File: config.mk
export PLATFORM = sky130hd
export DESIGN_NAME = serial_adder
export DESIGN_NICKNAME = d
export VERILOG_FILES = /design/src/rtl/serial_adder.sv
export SDC_FILE = /design/constraint.sdc
export NUM_CORES = 1
export LEC_CHECK = 0
export CAP_MARGIN = 0
export CELL_PAD_IN_SITES_DETAIL_PLACEMENT = 1
export CELL_PAD_IN_SITES_GLOBAL_PLACEMENT = 2
export CORE_UTILIZATION = 35
export CTS_CLUSTER_DIAMETER = 50
export DETAILED_ROUTE_END_ITERATION = 8
export DONT_BUFFER_PORTS = 1
export HOLD_SLACK_MARGIN = 0.06
export PLACE_DENSITY = 0.74
export SLEW_MARGIN = 5
export SYNTH_ARGS = -nofsm -noshare
export SYNTH_HDL_FRONTEND = slang
export SYNTH_SLANG_ARGS = --single-unit
File: constraint.sdc
create_clock -name clk -period 1.35 [get_ports clk]
set_input_delay 0 -clock clk [delete_from_list [all_inputs] [get_ports clk]]
set_output_delay 0 -clock clk [all_outputs]
set_load 0.03 [all_outputs]
File: src/rtl/serial_adder.sv
// Bit-serial adder: one full-adder cell and a carry flop process the operands LSB first,
// one bit per cycle, producing {cout, z} = a + b + cin after WIDTH cycles in RUN.
module serial_adder #(
  parameter int unsigned WIDTH = 8
) (
  input  logic             clk,
  input  logic             reset,
  input  logic             start,
  input  logic [WIDTH-1:0] a,
  input  logic [WIDTH-1:0] b,
  input  logic             cin,
  output logic             busy,
  output logic             done,
  output logic [WIDTH-1:0] z,
  output logic             cout
);

  localparam int unsigned CntW = (WIDTH > 1) ? $clog2(WIDTH) : 1;
  localparam logic [CntW-1:0] LastCnt = CntW'(WIDTH - 1);

  typedef enum logic [1:0] {StIdle, StRun, StDone} state_e;

  state_e           state_q, state_d;
  logic [WIDTH-1:0] sa_q, sa_d;
  logic [WIDTH-1:0] sb_q, sb_d;
  // Partial sum holds the WIDTH-1 bits already produced; the last bit comes straight
  // from the adder cell on the completing edge.
  logic [WIDTH-2:0] zsh_q, zsh_d;
  logic [WIDTH-1:0] z_q, z_d;
  logic             carry_q, carry_d;
  logic             cout_q, cout_d;
  logic [CntW-1:0]  count_q, count_d;

  logic             fa_sum;
  logic             fa_carry;
  logic [WIDTH-1:0] sum_cat;

  // Single full-adder cell on the current LSBs and the carry flop.
  assign fa_sum   = sa_q[0] ^ sb_q[0] ^ carry_q;
  assign fa_carry = (sa_q[0] & sb_q[0]) | (carry_q & (sa_q[0] ^ sb_q[0]));
  assign sum_cat  = {fa_sum, zsh_q};

  // Next-state and datapath update; operands are accepted from IDLE or DONE.
  always_comb begin
    state_d = state_q;
    sa_d    = sa_q;
    sb_d    = sb_q;
    zsh_d   = zsh_q;
    z_d     = z_q;
    carry_d = carry_q;
    cout_d  = cout_q;
    count_d = count_q;
    unique case (state_q)
      StIdle, StDone: begin
        if (start) begin
          sa_d    = a;
          sb_d    = b;
          carry_d = cin;
          count_d = '0;
          state_d = StRun;
        end else begin
          state_d = StIdle;
        end
      end
      StRun: begin
        zsh_d   = sum_cat[WIDTH-1:1];
        sa_d    = sa_q >> 1;
        sb_d    = sb_q >> 1;
        carry_d = fa_carry;
        count_d = count_q + CntW'(1);
        if (count_q == LastCnt) begin
          z_d     = sum_cat;
          cout_d  = fa_carry;
          count_d = '0;
          state_d = StDone;
        end
      end
      default: state_d = StIdle;
    endcase
  end

  // State and datapath registers with synchronous reset.
  always_ff @(posedge clk) begin
    if (reset) begin
      state_q <= StIdle;
      sa_q    <= '0;
      sb_q    <= '0;
      zsh_q   <= '0;
      z_q     <= '0;
      carry_q <= 1'b0;
      cout_q  <= 1'b0;
      count_q <= '0;
    end else begin
      state_q <= state_d;
      sa_q    <= sa_d;
      sb_q    <= sb_d;
      zsh_q   <= zsh_d;
      z_q     <= z_d;
      carry_q <= carry_d;
      cout_q  <= cout_d;
      count_q <= count_d;
    end
  end

  assign busy = (state_q == StRun);
  assign done = (state_q == StDone);
  assign z    = z_q;
  assign cout = cout_q;

endmodule

==> summary.md <==
| Metric | Value |
|---|---|
| Fill count | 506 |
| Top Family by Delay on Critical Path | adder cells |
| Total gr overflow | 0 |
| Dpl ws | -0.0990 ns |
| Max Clk Rate | 793 MHz |
| Overall Power | 2.21 mW |
| Cts bufs inserted | 5 |
| Worst hold slack | 0.129 ns |
| Die Height | 68.3 um |
| Setup_tns | 0 ns |
| Static Leak | 0.738 nW |
| I/O pins | 31 |
| # clock sinks | 38 |
| ANT nets after route | 0 |
| Routed WL per cell | 13.1 um |
| Status | completed |
| Final hold vios | 0 |
| Pwr Density | 1130 nW/um^2 |
| Remaining DRCs | 0 |
| Crit start category | flip-flop |
| Initial antenna violation count | 0 |
| Initial core utilization | 0.374 |
| Number of max-cap violations | 0 |
| Iteration-0 DRC Markers | 62 |
| Placer Congestion | 0.751 |
| Root Buffer | clkbuf_8 |
| XOR/XNOR Fraction of Synth Area | 0 |
| Post-synth top area share | 0.494 |
| Crit-path max cell delay | 0.33 ns |
| Final worst path period need | 1.26 ns |
| Area Growth Syn to Fin | 27.2% |
| Worst ir drop on vdd | 0.593 mV |
| Vias in the first global route | 1329 |
| WS Path Type | reg2reg |
| Post-synthesis compound-gate area fraction | 0.159 |
| First-pass GRT wire length | 5730 um |
| DRT Pass-1 Iters | 4 |
| Slowest cell on the critical path | dfxtp_1 |
| FF+latch count, synth | 38 |
| CP Buf/Inv Count | 1 |
| Final Cycle Share | 0.934 |
| Largest family of logic cells by synthesized area | simple AND/OR/NAND/NOR gates |
| Max Slew Vio Count | 0 |
| Worst-margin pin slew | 0.259 ns |
| CTS H-tree depth | 2 |
| Total GRT Usage | 0.168 |
| Mapped cell area | 1540 sq um |
| Share of cells above drive strength 1 | 0.142 |
| Hold Path Origin | start |
| CTS tree | done |
| Area post-placement | 1650 sq um |
| # diodes | 0 |
| Largest net degree at the start of global routing | 39 |
| WP data arrival | 1.47 ns |
| Routed Wire Length | 3520 um |
| Post-Synth Simple-Gate Area | 0.252 |
| Maximum fanout along the worst path | 10 |
| Sequential share of the synthesized area | 0.494 |
| Placeable Area | 4120 sq um |
| Clock Path Buffers | 2 |
| Clk slew on worst S/H paths | 0.07 ns |
| Ranking of synthesized cells by area | dfxtp_1 (49%), nand2_1 (14%), a311oi_1 (8.5%), a21oi_1 (6.5%), nor2_1 (4.4%) |
| Cells after Synth | 188 |
| Die ar. | 4670 sq um |
| Skew final | 0.00363 ns |
| Worst setup margin | 0.0891 ns |
| Largest area contributor in the netlist | dfxtp_1 |
| Syn Nets | 211 |
| Port bufs | 0 |
| Fin area | 1960 sq um |
| Crit path cell chain | ha_1 -> ha_2 -> nand3b_1 -> buf_6 -> nand2_1 -> a21oi_1 |
| Hold Crit Class | in2reg |
| Crit Reg-Reg Startpoint | count_q[0] |
| Synth cell types | 20 |
| Clk Latency, worst-skew pair | 0.28 ns |
| Synthesized area per cell | 8.19 sq um |
| Post-Synth Adder-Cell Area | 0.0292 |
| Setup crit start | count_q[0] |
| Die Width | 68.3 um |
| Unrepaired setup endpoints after global routing | no |
| Fin nets | 241 |
| Row count | 23 |
| Yosys warns | 0 |
| Rel. slew slack | 0.825 |
| Setup violators final | 0 |
| Via count | 1357 |
| WP data required | 1.56 ns |
| Via density | 5.06 |
| Multiplexer share of the synthesized area | 0 |
| CP Capture Type | flip-flop |
| Post-DP HPWL | 2440 um |
==> synthesized netlist by cell type <==
library cell	n
nand2_1	57
dfxtp_1	38
a21oi_1	20
nor2_1	18
a311oi_1	15
nand3_1	13
buf_4	6
clkbuf_1	4
buf_2	2
buf_6	2
ha_1	2
nand2b_1	2
nor2b_1	2
a31oi_1	1
buf_1	1
clkinv_2	1
fa_1	1
nand3b_1	1
nor4b_1	1
o21a_1	1
==> where the power goes <==
group / switching (mW) / internal (mW) / leakage, nW
sequential: 0.0360 / 1.18 / 0.310
combinational: 0.159 / 0.130 / 0.389
clock: 0.351 / 0.355 / 0.0383
==> worst min-delay path, stage by stage <==
cell and delay, ns:
nand2b_1 0.05, buf_4 0.17, nand3_1 0.08, a21oi_1 0.06
==> cell type report <==
type | count | area [sq um] | area share
flip-flops and latches | 38 | 762 | 0.389
multi-input cells | 134 | 691 | 0.352
repair buffers | 38 | 359 | 0.183
clock buffers | 7 | 76.3 | 0.0390
well taps | 50 | 62.6 | 0.0319
inverters | 1 | 8.76 | 0.00447
==> state kept, by name, indices dropped and copies added, names as in the netlist <==
| name | cells |
|---|---|
| carry_q | 1 |
| count_q | 3 |
| cout | 1 |
| sa_q | 8 |
| sb_q | 8 |
| state_q | 2 |
| z | 8 |
| zsh_q | 7 |
==> cells in the final DEF (no fill, tap or decap) <==
cell type,count
nand2_1,57
dfxtp_1,37
a21oi_1,18
nor2_1,18
dlygate4sd3_1,18
buf_4,17
a311oi_1,15
nand3_1,13
clkbuf_8,5
nor2b_1,2
a21oi_2,2
clkbuf_1,2
buf_12,2
nand2b_2,1
clkinv_4,1
nand2b_1,1
nor4b_1,1
a31oi_1,1
o21a_1,1
nand3b_1,1
fa_1,1
ha_1,1
ha_2,1
buf_6,1
dfxtp_2,1
==> through the flow <==
stage / utilization / instances
floorplan: - / 188
global placement: 0.402 / 241
detailed placement: 0.402 / 241
CTS: 0.472 / 268
global route: 0.476 / 268
finish: 0.476 / 268
==> cell families after synthesis <==
group / Yosys count
buffers and inverters: 16
flip-flops: 38
AO/OA/AOI/OAI: 37
AND/OR/NAND/NOR: 94
adder cells (fa/ha/maj): 3
==> metal layers <==
metal	share of wire	vias up	GRT usage
met4	0.0065	0	0.0677
met2	0.50	27	0.310
met5	0	-	0
li1	-	693	-
met1	0.46	635	0.180
met3	0.038	2	0.0433
==> timing repair <==
action                                  CTS  global route
endpoints found under the setup margin   10            16
hold buffers                             19             0
buffers inserted                          1             0
endpoints found under the hold margin    38             0
gates resized for setup                   2             5
cloned                                    0             0
==> worst paths after layout <==
check / endpoint / slack, ns / cells past startpoint
worst max-delay path: z[7] / 0.09 / 6
worst min-delay path: count_q[2] / 0.13 / 4
worst max register to register: z[7] / 0.09 / 6
worst min register to register: cout / 0.46 / 2
(Power assumes the default switching activity.)
